File: config.mk
export PLATFORM = sky130hd
export DESIGN_NAME = dtree_vote_smoother
export DESIGN_NICKNAME = d
export VERILOG_FILES = /design/src/rtl/dtree_vote_smoother.sv
export SDC_FILE = /design/constraint.sdc
export NUM_CORES = 1
export LEC_CHECK = 0
export CORE_ASPECT_RATIO = 0.5
export CORE_MARGIN = 5
export CORE_UTILIZATION = 50
export DETAILED_ROUTE_END_ITERATION = 12
export MAX_ROUTING_LAYER = met4
export PLACE_DENSITY = 0.66
export SETUP_SLACK_MARGIN = 0.15
export SYNTH_ARGS = -nofsm -noshare
export SYNTH_HDL_FRONTEND = slang
export SYNTH_SLANG_ARGS = --single-unit
File: constraint.sdc
create_clock -name clk -period 4.05 [get_ports clk]
set_input_delay 0.81 -clock clk [delete_from_list [all_inputs] [get_ports clk]]
set_output_delay 0.81 -clock clk [all_outputs]
set_load 0.02 [all_outputs]
File: src/rtl/dtree_vote_smoother.sv
// Majority-vote smoother for decision-tree predictions: counts WIN valid class
// votes, then scans the per-class counters one class per cycle to find the winner.
module dtree_vote_smoother #(
  parameter  int NUM_CLASSES = 16,
  parameter  int WIN         = 8,
  parameter  int CLS_W       = 5,
  localparam int CNT_W       = $clog2(WIN + 1),
  localparam int IDX_W       = $clog2(NUM_CLASSES)
) (
  input  logic             clk,
  input  logic             rst,
  input  logic             in_valid,
  input  logic [CLS_W-1:0] in_class,
  output logic             in_ready,
  output logic             out_valid,
  output logic [CLS_W-1:0] out_class,
  output logic [CNT_W-1:0] out_votes,
  output logic             err_range
);

  typedef enum logic [1:0] {ACCUM, SCAN, DONE} state_t;

  state_t             state_q, state_d;
  logic [CNT_W-1:0]   cnt_q [NUM_CLASSES];
  logic [CNT_W-1:0]   cnt_d [NUM_CLASSES];
  logic [CNT_W-1:0]   sample_q, sample_d;
  logic [IDX_W-1:0]   idx_q, idx_d;
  logic [CLS_W-1:0]   best_cls_q, best_cls_d;
  logic [CNT_W-1:0]   best_votes_q, best_votes_d;
  logic [CLS_W-1:0]   out_class_q, out_class_d;
  logic [CNT_W-1:0]   out_votes_q, out_votes_d;
  logic               err_q, err_d;
  logic               in_range;
  logic [CLS_W-1:0]   cand_cls;
  logic [CNT_W-1:0]   cand_votes;

  assign in_ready  = (state_q == ACCUM);
  assign out_valid = (state_q == DONE);
  assign out_class = out_class_q;
  assign out_votes = out_votes_q;
  assign err_range = err_q;
  assign in_range  = (int'(in_class) < NUM_CLASSES);

  // Candidate best including the class under scan; strict '>' keeps the lowest index on ties.
  always_comb begin
    cand_cls   = best_cls_q;
    cand_votes = best_votes_q;
    if (idx_q == '0) begin
      cand_cls   = '0;
      cand_votes = cnt_q[0];
    end else if (cnt_q[idx_q] > best_votes_q) begin
      cand_cls   = CLS_W'(idx_q);
      cand_votes = cnt_q[idx_q];
    end
  end

  always_comb begin
    state_d      = state_q;
    cnt_d        = cnt_q;
    sample_d     = sample_q;
    idx_d        = idx_q;
    best_cls_d   = best_cls_q;
    best_votes_d = best_votes_q;
    out_class_d  = out_class_q;
    out_votes_d  = out_votes_q;
    err_d        = err_q;
    case (state_q)
      ACCUM: begin
        if (in_valid) begin
          if (in_range) begin
            for (int i = 0; i < NUM_CLASSES; i++) begin
              if (in_class == CLS_W'(i)) cnt_d[i] = cnt_q[i] + 1'b1;
            end
            sample_d = sample_q + 1'b1;
            if (sample_q == CNT_W'(WIN - 1)) begin
              state_d = SCAN;
              idx_d   = '0;
            end
          end else begin
            err_d = 1'b1;
          end
        end
      end
      SCAN: begin
        best_cls_d   = cand_cls;
        best_votes_d = cand_votes;
        idx_d        = idx_q + 1'b1;
        // Publish on the last scan step so the result is already stable during DONE.
        if (idx_q == IDX_W'(NUM_CLASSES - 1)) begin
          out_class_d = cand_cls;
          out_votes_d = cand_votes;
          idx_d       = '0;
          state_d     = DONE;
        end
      end
      DONE: begin
        for (int i = 0; i < NUM_CLASSES; i++) cnt_d[i] = '0;
        sample_d = '0;
        state_d  = ACCUM;
      end
      default: state_d = ACCUM;
    endcase
  end

  always_ff @(posedge clk) begin
    if (rst) begin
      state_q      <= ACCUM;
      for (int i = 0; i < NUM_CLASSES; i++) cnt_q[i] <= '0;
      sample_q     <= '0;
      idx_q        <= '0;
      best_cls_q   <= '0;
      best_votes_q <= '0;
      out_class_q  <= '0;
      out_votes_q  <= '0;
      err_q        <= 1'b0;
    end else begin
      state_q      <= state_d;
      for (int i = 0; i < NUM_CLASSES; i++) cnt_q[i] <= cnt_d[i];
      sample_q     <= sample_d;
      idx_q        <= idx_d;
      best_cls_q   <= best_cls_d;
      best_votes_q <= best_votes_d;
      out_class_q  <= out_class_d;
      out_votes_q  <= out_votes_d;
      err_q        <= err_d;
    end
  end

endmodule

== Word level (Yosys, flattened, before mapping) ==
Cells that the tools add are included.

* RAM bits: 0
* ROM bits: 0
* Bits of input ports: 8
* Latch bits: 0
* Memories: 0
* Output and inout port bits: 12
* Logic and storage cells: 151
* Register bits: 93

* Add/subtract/negate cells: 18
* Reduce and logical (&&, ||, !) cells: 26
* Mux-type cells: 39
* Multiply operators: 0
* Bitwise operators: 2
* Div/mod/pow operators: 0
* Equal/unequal tests: 39
* Shifts and indexed selects: 0
* $lt $le $gt $ge: 3

{| class="wikitable"
|+ Operators with widths
! cell !! number
|-
| 64-bit 2-to-1 mux || 2
|-
| 64-bit case mux with 2 select lines || 1
|-
| 4-bit 2-to-1 mux || 26
|-
| 4-bit by 1-bit adder with 4-bit output (second input constant) || 18
|-
| 4-bit AND reduction || 18
|-
| 5-bit by 4-bit equality test with 1-bit output (second input constant) || 8
|-
| 2-bit by 1-bit inequality test with 1-bit output (second input constant) || 18
|-
| 5-bit by 3-bit equality test with 1-bit output (second input constant) || 4
|-
| 4-bit binary-select mux with 4-bit select || 1
|-
| 4-bit case mux with 2 select lines || 2
|-
| 5-bit by 2-bit equality test with 1-bit output (second input constant) || 2
|-
| 5-bit 2-to-1 mux || 2
|-
| 2-bit 2-to-1 mux || 4
|-
| 3-bit AND reduction || 2
|-
| 5-bit by 1-bit equality test with 1-bit output (second input constant) || 1
|-
| 5-bit >= comparator (second input constant) || 1
|-
| 5-bit logical NOT || 1
|-
| 5-bit less-than comparator (second input constant) || 1
|-
| 4-bit inverter with 5-bit output || 1
|-
| 4-bit by 3-bit equality test with 1-bit output (second input constant) || 1
|-
| 4-bit equality test (second input constant) || 1
|-
| 4-bit > comparator || 1
|-
| 4-bit logical NOT || 1
|-
| 2-bit inequality test (second input constant) || 2
|-
| other kinds (7) || 8
|}

== Logic depth before layout (Yosys ltp) ==
Gate-level depths: netlist (run 1).

* Word-level depth: 7
* Depth in mapped cells: 14
* Mapped depth without buffers: 11

== Least setup slack after synthesis (run 1) ==
OpenSTA, ideal clock, no wires.

* Path kind: register to register
* Start point: register idx_q[2]
* End point: register best_cls_q[0]
* Stages on the path, launching flop included: 15
* Data required time: 3.933 ns
* Path buffers: 3
* Arrival: 2.793 ns
* Library setup time: 0.117 ns
* Path slack: 1.140 ns
* Period minus slack after synthesis: 2.910 ns
* Cells stage by stage: dfxtp_1 -> buf_4 -> buf_6 -> mux4_2 -> nand2_1 -> nand2_1 -> a21oi_1 -> inv_1 -> ha_1 -> nor2b_1 -> o211a_1 -> o21ba_2 -> clkbuf_1 -> and3_1 -> a22o_1

* Cells in the longest elaborated chain, start to end: 7
* Elaborated cells on any way between the ends: 8
* Classes of those cells: order compare (1); mux (5); bitwise (1); reduce/logical (1)

{| class="wikitable"
|+ RTL lines
! item !! RTL line !! source
|-
| start: declaration || 27 || <nowiki>logic [IDX_W-1:0] idx_q, idx_d;</nowiki>
|-
| start signal: assignment || 120 || <nowiki>idx_q <= idx_d;</nowiki>
|-
| 4-bit inverter with 5-bit output (implied by the code) || 51 || <nowiki>end else if (cnt_q[idx_q] > best_votes_q) begin</nowiki>
|-
| 4-bit binary-select mux with 4-bit select || 51 ||
|-
| 4-bit 2-to-1 mux (implied by the code) (2 in a row) || 51 ||
|-
| 4-bit > comparator || 51 ||
|-
| 5-bit 2-to-1 mux || 51 ||
|-
| 5-bit 2-to-1 mux * || 48 || <nowiki>if (idx_q == '0) begin</nowiki>
|-
| end signal: assignment || 121 || <nowiki>best_cls_q <= best_cls_d;</nowiki>
|-
| end: declaration || 28 || <nowiki>logic [CLS_W-1:0] best_cls_q, best_cls_d;</nowiki>
|}

Every way passes the cells marked *; elsewhere a longest branch is shown, timed or not. The select of a mux whose other input is x is not followed.
A chain may end at the register's enable or synchronous reset.

== Worst setup path in the final report (run 1) ==
* Start point: register idx_q[2]
* End point: register out_votes_q[3], in the netlist out_votes[3]

* Cells in the longest elaborated chain, start to end: 7
* Elaborated cells on any way between the ends: 10
* Classes of those cells: order compare (1); eq/ne (1); mux (5); bitwise (1); reduce/logical (2)

{| class="wikitable"
|+ RTL lines
! item !! RTL line !! source
|-
| 4-bit inverter with 5-bit output (implied by the code) || 51, 53 ||
|-
| 4-bit binary-select mux with 4-bit select || 51, 53 ||
|-
| 4-bit 2-to-1 mux (implied by the code) (2 in a row) || 51, 53 ||
|-
| 4-bit > comparator || 51 ||
|-
| 4-bit 2-to-1 mux || 51 ||
|-
| 4-bit 2-to-1 mux || 48 ||
|-
| end signal: assignment || 124 || <nowiki>out_votes_q <= out_votes_d;</nowiki>
|-
| end: declaration || 31 || <nowiki>logic [CNT_W-1:0] out_votes_q, out_votes_d;</nowiki>
|}

Several ways; a longest one is shown, not always the timed one. The select of a mux whose other input is x is not followed.

==> results of run 1 <==
## worst max-delay path, delay by kind of cell (launching register included)
family                     cells  cell delay (ps)
DFF                            1              550
adders and majority gates      1              310
muxes                          1              350
and+or+nand+nor                3              420
buffers and inverters          2              420
AOI/OAI and AO/OA              5             1210
## cell usage after synthesis, types with 6 or more instances
library cell,instances,area (um2)
o21ai_0,18,90.1
mux2i_1,14,140
nor2b_1,8,50.1
nor3b_1,8,60.1
a22oi_1,6,45.0
inv_1,13,48.8
mux4_2,12,270
clkbuf_1,23,86.3
nor2_1,86,323
nor3_1,21,105
nand4_1,9,56.3
a31oi_1,7,43.8
a211oi_1,6,45.0
nand3_1,30,150
xor2_1,17,149
ha_1,23,288
a21oi_1,37,185
xnor2_1,19,166
dfxtp_1,93,1860
nand2_1,36,135
nand2b_1,7,43.8
## sequential cells by signal, indices dropped and copies added, names as in the netlist
| signal | flops |
|---|---|
| best_cls_q | 5 |
| best_votes_q | 4 |
| cnt_q | 64 |
| err_range | 1 |
| idx_q | 4 |
| out_class | 5 |
| out_votes | 4 |
| sample_q | 4 |
| state_q | 2 |
## metrics by stage
stage / instance area, um2 / total power (W) / instances
6_report: 5560 / 0.00185 / 713
5_1_grt: 5560 / 0.00191 / 713
4_1_cts: 5560 / 0.00186 / 713
3_5_place_dp: 5260 / 0.00101 / 697
3_3_place_gp: 5260 / 0.00101 / 697
2_1_floorplan: 4980 / 0.000985 / 566
## worst min path at each step
stage / slack, ps / endpoint / start
2_1_floorplan: 430 / best_cls_q[4] / best_cls_q[4]
3_3_place_gp: 440 / out_class[4] / out_class[4]
3_5_place_dp: 450 / out_class[4] / out_class[4]
4_1_cts: 460 / out_class[4] / out_class[4]
5_1_grt: 490 / out_class[4] / out_class[4]
6_report: 460 / out_class[4] / out_class[4]
## layout make-up
| class | instances | area (um2) |
|---|---|---|
| Fill cell | 920 | 4010 |
| Multi-Input combinational cell | 426 | 2900 |
| Tap cell | 135 | 169 |
| Sequential cell | 93 | 1860 |
| Clock inverter | 7 | 75.1 |
| Clock buffer | 9 | 225 |
| Inverter | 13 | 48.8 |
| Timing Repair Buffer | 30 | 273 |
## per-layer routing
layer,up-vias,track usage,share of wire,routed length [um]
li1,2043,-,-,-
met5,-,-,0,0
met4,0,0.0389,0.0082,98
met1,1993,0.298,0.48,5790
met2,115,0.336,0.45,5400
met3,9,0.0462,0.057,679
## power by group
group | total, W | switching (W) | internal, W
sequential | 0.000920 | 0.00000305 | 0.000917
combinational | 0.0000652 | 0.0000451 | 0.0000202
clock | 0.000860 | 0.000379 | 0.000481
## logic make-up after synthesis
group           Yosys count  share of synthesized area
xor+xnor                 36                     0.0633
flops                    93                      0.374
mux                      28                     0.0870
fa+ha+maj                23                     0.0578
compound gates          105                      0.138
buf+inv                  47                     0.0427
simple gates            234                      0.237
==> flow_summary.yaml, run 1 <==
status:
  status: "completed"
sta:
  finalHoldViolCount: 0
  tns_ps: 0
  fin_skew_ps: 9.37
  layout_min_cycle_time_ps: 3350
  max_freq_ghz: 0.299
  drv_slew: 0
  grt_setup_unrepaired: "false"
  setup_violations: 0
  whs_ps: 458
  relSlewSlack: 0.495
  tightest_slew_ps: 756
  timing.final.crit_share: 0.827
  worst_slack_ps: 702
die:
  io_pins: 20
  die_w_um: 151
  start_util: 0.520
  rows: 25
  die_area_um2: 12200
  coreArea_um2: 9570
  die_height_um: 80.6
clocking:
  insertion_delay_ps: 350
  cts-root-to-sink-buffers: 2
  postCtsHoldBufs: 0
  numClockSinks: 93
  ctsResizeCount: 0
  root_buffer: "clkbuf_16"
  post_cts_buffers: 0
  htreeDepth: 3
  clk_pin_slew_ps: 70
  numCtsBuffers: 9
  cts_tree: "built"
setup_path:
  worst_setup_path_start_kind: "flop"
  crit_slowest_cell: "dfxtp_2"
  startpoint: "idx_q[2]"
  r2r_setup_slack_ps: 700
  cp.arrival_ps: 3610
  reg2reg_depth: 12
  worstSetupEndpointType: "flop"
  reg2reg_to: "out_votes[3]"
  slowest_delay_ps: 550
  crit_chain: "buf_4, mux4_2, nor2_1, a2111oi_0, a21oi_1, inv_1, ha_1, a21o_1, nand2b_1, o21ai_1, nand2_1, o221ai_1"
  cp_max_fo: 22
  worst-setup-path-type: "reg -> reg"
  worstReg2RegStart: "idx_q[2]"
  crit_required_ps: 4310
  crit_path_end: "out_votes[3]"
finish:
  final_nets: 604
  drive_gt1_frac: 0.0900
  layout_common_cells: "92 x dfxtp_1, 86 x nor2_1, 37 x a21oi_1"
  antenna_cells: 0
  syn2layout_area_growth_pct: 11.6
  final_core_util: 0.581
  mostFrequentLayoutCell: "dfxtp_1"
synth:
  synthCells: 566
  syn-num-nets: 597
  ys_ff_latch: 93
  synth_edf_count: 0
  syn_area_um2: 4980
  yosys_warnings: 0
  async_flop_share: 0
  syn_avg_cell_area_um2: 8.80
  synthFlopType: "dfxtp_1"
  synth.distinct_cells: 58
  yosysSeqAreaShare: 0.374
place:
  place_hpwl_mm: 8.42
  port_buffers: 19
  dp_slack_ps: 524
  place_congestion: 0.832
run:
  max_cap_viol_count: 0
route:
  totalWireLength_mm: 12.0
  firstDrtPassIters: 5
  remaining_drc_errors: 0
  wl_per_cell_um: 16.8
  via_per_inst: 5.83
  vias: 4160
  detail-route-antenna-nets: 0
  drt_iter0_markers: 395
pwr:
  p_leak_nw: 2.05
  vdd.ir_drop.worst_mv: 0.187
  p_per_area_nw_per_um2: 332
worst_hold_path:
  hold_class: "reg -> reg"
  min_path_cells: 2
grt:
  grt_pass1_vias: 3858
  grt_max_degree: 46
  grt_pass1_wl_mm: 20.2
  grt.total_usage: 0.217
  grt_overflow: 0
  antenna_found_initial: 0
No activity file was read; power rests on OpenSTA's default activity.
==> run 2: changes to the inputs <==
==> constraint.sdc (replaced) <==
create_clock -name clk -period 3.5 [get_ports clk]
set_input_delay 0.7 -clock clk [delete_from_list [all_inputs] [get_ports clk]]
set_output_delay 0.7 -clock clk [all_outputs]
set_load 0.02 [all_outputs]
==> run 2 against run 1 <==
Effect of this change: clock skew barely moved; global-route usage rose by 0.55 points; design area rose by 0.72%; critical endpoint is now best_cls_q[0]; largest power group unchanged.
==> flow_summary.yaml, run 2 (synthesis gave the netlist of run 1 again) <==
status:
  status: "completed"
place:
  place_congestion: 0.845
  port_buffers: 19
  place_hpwl_mm: 8.53
  placed_cell_area_um2: 5310
sta:
  relSlewSlack: 0.630
  max_freq_ghz: 0.325
  setup_violations: 0
  layout_min_cycle_time_ps: 3080
  finalHoldViolCount: 0
  tns_ps: 0
  grt_setup_unrepaired: "false"
  fin_skew_ps: 9.86
  timing.final.crit_share: 0.880
  tightest_slew_ps: 541
  drv_slew: 0
pwr:
  vdd.ir_drop.worst_mv: 0.306
  p_leak_nw: 2.09
  power.total_w: 0.00206
  p_per_area_nw_per_um2: 368
route:
  detail-route-antenna-nets: 0
  firstDrtPassIters: 4
  via_per_inst: 5.76
  remaining_drc_errors: 0
  vias: 4140
  wl_per_cell_um: 16.6
  drt_iter0_markers: 244
  totalWireLength_mm: 11.9
setup_path:
  worstSetupEndpointType: "flop"
  cp_max_fo: 20
  crit_chain: "buf_4, mux4_2, nand2_1, nand2_1, a21oi_2, inv_1, ha_1, nor2b_1, o211a_1, o21ba_2, and3_1, a22o_1"
  crit_cells: 12
  slowest_delay_ps: 550
  crit_slowest_cell: "mux4_2"
  worst_setup_path_start_kind: "flop"
  crit_top_cell: "nand2_1"
  reg2reg_depth: 12
  cp.arrival_ps: 3320
  worst-setup-path-type: "reg -> reg"
  crit_buf_inv: 2
  cpLargestDelayFamily: "compound AO/OA/AOI/OAI gates"
  crit_required_ps: 3740
run:
  max_cap_viol_count: 0
worst_hold_path:
  hold_class: "reg -> reg"
  min_path_cells: 2
die:
  coreArea_um2: 9570
  die_height_um: 80.6
  start_util: 0.520
  die_w_um: 151
  rows: 25
  io_pins: 20
  die_area_um2: 12200
clocking:
  ctsResizeCount: 0
  root_buffer: "clkbuf_16"
  cts_tree: "built"
  insertion_delay_ps: 350
  post_cts_buffers: 0
  cts-root-to-sink-buffers: 2
  postCtsHoldBufs: 0
  clk_pin_slew_ps: 70
  numCtsBuffers: 9
  numClockSinks: 93
  htreeDepth: 3
grt:
  grt_overflow: 0
  grt_max_degree: 45
  grt_pass1_wl_mm: 20.7
  grt.total_usage: 0.223
  grt_pass1_vias: 4032
  antenna_found_initial: 0
finish:
  mostFrequentLayoutCell: "dfxtp_1"
  drive_gt1_frac: 0.101
  regMostFlops: "cnt_q"
  antenna_cells: 0
  layout_common_cells: "93 x dfxtp_1, 86 x nor2_1, 36 x nand2_1"
  final_area_um2: 5600
  largest_register_ffs: 64
  fillCellCount: 905
  final_nets: 610
  syn2layout_area_growth_pct: 12.4
[run 2: final cells by class]
class                           count  area, um2  share of cell area
Multi-Input combinational cell    426       2910               0.520
Sequential cell                    93       1860               0.333
Timing Repair Buffer               36        330              0.0590
Clock buffer                       10        239              0.0427
Tap cell                          135        169              0.0302
Inverter                           13       48.8             0.00872
Clock inverter                      6       37.5             0.00671
[run 2: final timing paths]
path	from	endpoint	slack [ps]
worst max-delay path	idx_q[2]	best_cls_q[0]	420
worst min-delay path	out_class[4]	out_class[4]	460
worst max register to register	idx_q[2]	best_cls_q[0]	420
worst min register to register	out_class[4]	out_class[4]	460
[run 2: stage by stage]
stage / hold WS (ps) / setup WS [ps] / utilization / std cells
after global routing: 494 / 159 / 0.585 / 719
final: 457 / 419 / 0.585 / 719
after detailed placement: 450 / 316 / 0.555 / 703
after floorplan: 429 / 590 / - / 566
after global placement: 443 / 425 / 0.555 / 703
after CTS: 459 / 313 / 0.584 / 719
[run 2: where the power goes]
part	switching, W	total, W	leakage (nW)	internal, W
combinational	0.0000539	0.0000808	1.20	0.0000268
sequential	0.00000355	0.00106	0.749	0.00106
clock	0.000413	0.000912	0.142	0.000500
total	0.000470	0.00206	2.09	0.00159
[run 2: per-layer routing]
layer | wire [um] | share of wire | GRT usage | vias to the layer above
met2 | 5200 | 0.44 | 0.340 | 87
met4 | 91 | 0.0076 | 0.0542 | 0
li1 | - | - | - | 2058
met5 | 0 | 0 | - | -
met1 | 5900 | 0.50 | 0.305 | 1987
met3 | 717 | 0.060 | 0.0457 | 8
[run 2: worst min-delay path: cells and delay by family, from the launching register on]
kind,cells,cell delay (ps)
DFF,1,310
and+or+nand+nor,1,50
AOI/OAI and AO/OA,1,50
